File: src/rtl/updn_counter_pkg.sv
// Purpose: shared direction encodings and the next-count helper for updn_mod_counter.
// Latency: n/a (package of constants and a pure function).
// Backpressure: n/a.
// Ports: none.
package updn_counter_pkg;

  localparam logic DIR_UP   = 1'b1;
  localparam logic DIR_DOWN = 1'b0;

  // Internal arithmetic width: one bit wider than the widest legal counter
  // (16 bits), so MOD = 2^16 and MOD-1 are both representable.
  localparam int CNT_W = 17;

  localparam logic [CNT_W-1:0] ONE = CNT_W'(1);

  // Next value for a counted edge. The result is CNT_W bits wide and the
  // caller truncates it to its own WIDTH. The result is always below mod,
  // so the truncation is lossless.
  function automatic logic [CNT_W-1:0] next_count(
    input logic [CNT_W-1:0] q,
    input logic             x,
    input logic [CNT_W-1:0] mod,
    input logic             sat
  );
    logic [CNT_W-1:0] nxt;
    nxt = q;
    if (x == DIR_UP) begin
      if (q == mod - ONE) nxt = sat ? q : '0;
      else                nxt = q + ONE;
    end else begin
      if (q == '0)        nxt = sat ? q : mod - ONE;
      else                nxt = q - ONE;
    end
    return nxt;
  endfunction

endpackage

File: src/rtl/updn_negedge_reg.sv
// Purpose: WIDTH-bit falling-edge register with asynchronous active-high clear.
// Latency: d appears on q one falling edge after it is sampled.
// Backpressure: none; captures every falling edge.
// Ports: clk, reset (async, active-high), d [WIDTH-1:0] in, q [WIDTH-1:0] out.
module updn_negedge_reg #(
  parameter int WIDTH = 1
) (
  input  logic             clk,
  input  logic             reset,
  input  logic [WIDTH-1:0] d,
  output logic [WIDTH-1:0] q
);

  logic [WIDTH-1:0] val_q;

  always_ff @(negedge clk or posedge reset) begin
    if (reset) val_q <= '0;
    else       val_q <= d;
  end

  assign q = val_q;

endmodule

File: src/rtl/updn_mod_counter.sv
// Purpose: modulo-MOD up/down counter with load, enable, Mealy tc and sticky wrap flag.
// Latency: q/wrap update one falling edge after sampling; tc is combinational (zero latency).
// Backpressure: none; every falling edge is either a load, a count or a hold.
// Ports: clk, reset (async, active-high), x (1=up), en, load, d [WIDTH-1:0], clr_wrap,
//        q [WIDTH-1:0], tc, wrap.
// Config: define UPDN_COUNTER_SAT_EN to make the count saturate at the bounds instead of wrapping.
module updn_mod_counter
  import updn_counter_pkg::*;
#(
  parameter int WIDTH = 4,
  parameter int MOD   = 16
) (
  input  logic             clk,
  input  logic             reset,
  input  logic             x,
  input  logic             en,
  input  logic             load,
  input  logic [WIDTH-1:0] d,
  input  logic             clr_wrap,
  output logic [WIDTH-1:0] q,
  output logic             tc,
  output logic             wrap
);

  localparam logic [CNT_W-1:0] MOD_W  = CNT_W'(MOD);
  localparam logic [CNT_W-1:0] MOD_M1 = CNT_W'(MOD - 1);

`ifdef UPDN_COUNTER_SAT_EN
  localparam logic SAT = 1'b1;
`else
  localparam logic SAT = 1'b0;
`endif

  logic [WIDTH-1:0] q_q, q_d;
  logic             wrap_q, wrap_d;
  logic [CNT_W-1:0] q_ext, d_ext, load_ext;
  logic             tc_c;

  always_comb begin
    q_ext = CNT_W'(q_q);
    d_ext = CNT_W'(d);

    // Out-of-range load values clamp to the top of the count range.
    load_ext = (d_ext < MOD_W) ? d_ext : MOD_M1;

    tc_c = en & (((x == DIR_UP)   & (q_ext == MOD_M1)) |
                 ((x == DIR_DOWN) & (q_ext == '0)));

    q_d = q_q;
    if (load)    q_d = WIDTH'(load_ext);
    else if (en) q_d = WIDTH'(next_count(q_ext, x, MOD_W, SAT));

    // A set on the same edge as clr_wrap wins. A load edge never sets the flag.
    wrap_d = (tc_c & ~load) | (wrap_q & ~clr_wrap);
  end

  updn_negedge_reg #(.WIDTH(WIDTH)) u_q_reg (
    .clk   (clk),
    .reset (reset),
    .d     (q_d),
    .q     (q_q)
  );

  updn_negedge_reg #(.WIDTH(1)) u_wrap_reg (
    .clk   (clk),
    .reset (reset),
    .d     (wrap_d),
    .q     (wrap_q)
  );

  assign q    = q_q;
  assign tc   = tc_c;
  assign wrap = wrap_q;

endmodule

File: config.mk
export PLATFORM = sky130hd
export DESIGN_NAME = updn_mod_counter
export DESIGN_NICKNAME = d
export VERILOG_FILES = /design/src/rtl/updn_counter_pkg.sv /design/src/rtl/updn_negedge_reg.sv /design/src/rtl/updn_mod_counter.sv
export SDC_FILE = /design/constraint.sdc
export NUM_CORES = 1
export LEC_CHECK = 0
export CORE_AREA = 2 2 39 41
export CTS_CLUSTER_SIZE = 14
export DETAILED_ROUTE_END_ITERATION = 7
export DIE_AREA = 0 0 41 43
export PLACE_DENSITY = 0.64
export SYNTH_ARGS = -nofsm -noshare
export SYNTH_HDL_FRONTEND = slang
export SYNTH_SLANG_ARGS = --single-unit
File: constraint.sdc
create_clock -name clk -period 1.9 [get_ports clk]
set_clock_uncertainty 0.1 [all_clocks]
set_input_delay 0.475 -clock clk [delete_from_list [all_inputs] [get_ports clk]]
set_output_delay 0.475 -clock clk [all_outputs]
set_load 0.02 [all_outputs]
* Word-level counts from Yosys, hierarchy flattened *
Index checks and enable logic that the tools add are counted.

operators by class
  $add $sub $neg = 2
  eq/ne operators = 1
  multiplexer cells = 5
  bitwise gates (word level) = 10
  reduce and logical (&&, ||, !) cells = 2

operators with widths
  operator                                           number
  2-to-1 mux 4 bit                                   5
  AND 1 bit                                          5
  adder 4 x 1 -> 4 bit (second input constant)       1
  equality test 4 bit (second input constant)        1
  zero test 4 bit                                    1
  subtractor 4 x 1 -> 4 bit (second input constant)  1
  NOT 1 bit                                          3
  bitwise OR 1 bit                                   2
  nonzero test 2 bit                                 1

storage, ports and cells
  register bits = 5
  output and inout port bits = 6
  word-level logic and storage cells = 22

* Longest topological paths before layout *
  word-level depth = 6
  depth in mapped cells = 7
  depth with buffers taken out = 6

* Cells and area by module *
A second synthesis with hierarchy kept.

second synthesis, totals
  cell total of the unflattened synthesis = 43
  area, all modules = 379.1 um^2

modules (own cells, without submodules)
  module                         times used  cells an instance  area each (um^2)  seq. area each (um^2)
  updn_mod_counter               1           36                 246.5             0.0
  updn_negedge_reg (u_q_reg)     1           5                  103.8             100.1
  updn_negedge_reg (u_wrap_reg)  1           2                  28.8              25.0

==> results.md <==
- Status: finished, violations left
- Failing checks: negative setup slack
- Aggregate global routing overflow: 0
- DRT Wirelength: 1250 um
- Nets@finish: 100
- Count of boundary I/O pins: 16
- Detailed Route Iter0 Violations: 4
- Mean routed wirelength per cell: 12.2 um
- Horizontal extent of the die: 41 um
- Row cnt: 14
- Clock edge transition at the registers on the reported setup and hold paths: 30 ps
- Largest voltage drop on the vdd net: 426 uV
- Leakage power of the design: 0.407 nW
- Fraction of power consumed by the clock network: 0.221
- Instance count along the most critical hold path: 2
- Final setup viols: 11
- First-pass detailed-route iteration total: 2
- Critical path class: flip-flop to primary output
- GPL Wtd Cong: 0.757
- Top-area cell type share of the netlist area: 0.310
- Final hold slack: 467 ps
- Number of diodes: 0
- Total instance count after detailed placement: 85
- Die boundary height: 43 um
- Drt drc: 0
- Fraction of layout instances using a drive strength above 1: 0.655
- Vias in the first global route: 469
- Switching Share: 0.325
- Number of buffers inserted during clock tree synthesis: 3
- Level count of the clock H-tree: 1
- Number of unique standard cell types used by synthesis: 26
- Crit. Startpoint: u_q_reg.q[1]
- Worst Setup End Kind: primary output
- Std-Cell Core Area: 1380 sq um
- Worst setup slack after placement: -1410 ps
- Cell count after synthesis: 48
- CTS tree: built
- Minimum setup slack in the final design: -1180 ps
- Post-DP HPWL: 830 um
- Maximum buffer depth of the clock tree: 2
- Hold wc startpoint: u_wrap_reg.q
- Internal Power: 0.000361 W
- Initial core utilization: 0.292
- Worst r2r path cells: 11
- Yosys warning total: 0
- Ratio of routed vias to standard cells: 4.67
- Area of the multi-input gates: 302 sq um
- GRT Overall Usage: 0.161
- Signed area change from the synthesized netlist to the final layout: 115%
- Worst path arrival time: 2500 ps
- CP required: 1320 ps
- Buffer cell driving the clock tree root: sky130_fd_sc_hd__clkbuf_4
- PortBufs: 15
- Power per standard cell area: 616 nW/um^2
- Number of enable-type register cells in the synthesized netlist: 0
- Dominant synthesized flop cell: sky130_fd_sc_hd__dfrtn_1
- Final-layout setup total negative slack: -5890 ps
- Worst hold-check path type: flip-flop to flip-flop
- Largest net degree at the start of global routing: 10
- Number of antenna violations at the first check in global routing: 0
- Net count of the mapped netlist: 60
- Worst r2r dst: u_wrap_reg.q
- DIE AREA: 1760 sq um
- Register cell area after layout: 125 sq um
- Top cell type by total area after synthesis: sky130_fd_sc_hd__dfrtn_1
- Synthesized flop and latch total: 5
- Kind of start point of the critical path: flip-flop
- Maximum capacitance violations: 0
- Logic pwr share: 0.534
- Synthesized area per cell: 8.42 sq um
- Max-slew violation total from the final report: 0
- Count of non-filler cells in the finished layout: 103
- Maximum fanout along the worst path: 3
- Setup repair after global routing missed its margin: true
- Worst reg2reg startpoint: u_q_reg.q[1]
- Sequential element share of the synthesized area: 0.310
- Endpoints failing hold: 0
- Proportion of power drawn by flip-flops and latches: 0.244
- Fill cell instance count of the final layout: 116
- Measured slew at the worst slew-check pin: 401 ps
- Wire length of the first global-routing pass: 1910 um
- Post-route antenna net violation count: 0
- Clock net sink count: 5
- Netlist Area Pre-Place: 404 sq um
- Vias: 481
- Worst slew margin relative to its limit: 0.730
- Register-to-register setup slack: -10 ps
- Sw power: 0.000174 W
- Hold path endpoint: u_wrap_reg.q
- Share of flip-flops with an asynchronous set or reset: 1.00
- Clock insertion delay at the later pin of the skew report: 250 ps
- Number of buffers inserted for hold repair after clock tree synthesis: 0
- Ranking of synthesized cells by area: sky130_fd_sc_hd__dfrtn_1 (31%), sky130_fd_sc_hd__ha_1 (6.2%), sky130_fd_sc_hd__inv_1 (5.6%)
## power groups by stage
stage / registers [W] / clock network, W / logic (W)
final: 0.000131 / 0.000118 / 0.000286
after global routing: 0.000132 / 0.000132 / 0.000307
after global placement: 0.000128 / 0 / 0.000192
after CTS: 0.000129 / 0.000124 / 0.000233
after floorplan: 0.000149 / 0 / 0.000100
after detailed placement: 0.000129 / 0 / 0.000195
## layout by cell type (no fill, tap or decap), drive strengths merged, types with 2 or more instances in the layout
cell	netlist	final
dfrtn	5	5
o21ai	5	5
nor2	2	2
o31ai	2	2
ha	2	2
buf	4	31
nand2	4	4
inv	6	6
clkdlybuf4s50	0	5
a21oi	4	4
clkbuf	0	6
## cells in the mapped netlist, types with 2 or more instances
library cell and instances:
sky130_fd_sc_hd__dfrtn_1 5, sky130_fd_sc_hd__o31ai_1 2, sky130_fd_sc_hd__o21ai_0 4, sky130_fd_sc_hd__a21oi_1 4, sky130_fd_sc_hd__ha_1 2, sky130_fd_sc_hd__nand2_1 4, sky130_fd_sc_hd__buf_2 2, sky130_fd_sc_hd__inv_1 6
sky130_fd_sc_hd__nor2_1 2
## worst max-delay path, cell delays in order, from the launching register on
cell and delay [ps]:
sky130_fd_sc_hd__dfrtn_1 360, sky130_fd_sc_hd__inv_2 70, sky130_fd_sc_hd__ha_4 130, sky130_fd_sc_hd__or3b_4 380
sky130_fd_sc_hd__o21ai_2 130, sky130_fd_sc_hd__nand2_2 70, sky130_fd_sc_hd__inv_2 50, sky130_fd_sc_hd__buf_6 100
## registers in the layout (all words and copies together) (netlist names)
signal / cells
u_q_reg.q: 4
u_wrap_reg.q: 1
## worst max-delay path by stage
stage,end,slack [ps],depth (start not counted)
3_5_place_dp,tc,-1410,7
3_3_place_gp,tc,-1380,7
2_1_floorplan,tc,-1050,7
4_1_cts,tc,-1190,7
5_1_grt,tc,-1250,7
6_report,tc,-1180,7
## metal layers
| metal | vias up | wire (um) | GRT usage |
|---|---|---|---|
| met3 | 0 | 14 | 0 |
| met1 | 229 | 568 | 0.194 |
| met4 | 0 | 0 | 0.100 |
| met2 | 7 | 668 | 0.266 |
| met5 | - | 0 | 0 |
| li1 | 245 | - | - |
## kinds of logic (layout without fill, tap and decap cells)
| logic type | count (synthesis) | count (layout) | synth area share |
|---|---|---|---|
| flops | 5 | 5 | 0.310 |
| compound gates | 18 | 18 | 0.316 |
| mux | 1 | 1 | 0.0248 |
| fa+ha+maj | 2 | 2 | 0.0619 |
| simple gates | 10 | 10 | 0.127 |
| buf+inv | 10 | 49 | 0.118 |
| xor+xnor | 2 | 2 | 0.0434 |
## metrics by stage
stage,power [W],util,area (sq um)
global route,0.000570,0.627,868
global placement,0.000321,0.460,637
detailed placement,0.000325,0.460,637
finish,0.000535,0.627,868
floorplan,0.000250,-,434
CTS,0.000486,0.557,771
## final cells by class
class                           count  area share
Sequential cell                     5       0.144
Tap cell                           16      0.0231
Inverter                            6      0.0259
Clock buffer                        4      0.0303
Timing Repair Buffer               39       0.429
Multi-Input combinational cell     33       0.347
## timing repair
item                       in CTS  in global routing
setup buffers                   8                  8
pin swaps                       6                  3
resized for setup              56                 22
setup endpoints to repair      11                 11
(Power assumes the default switching activity.)
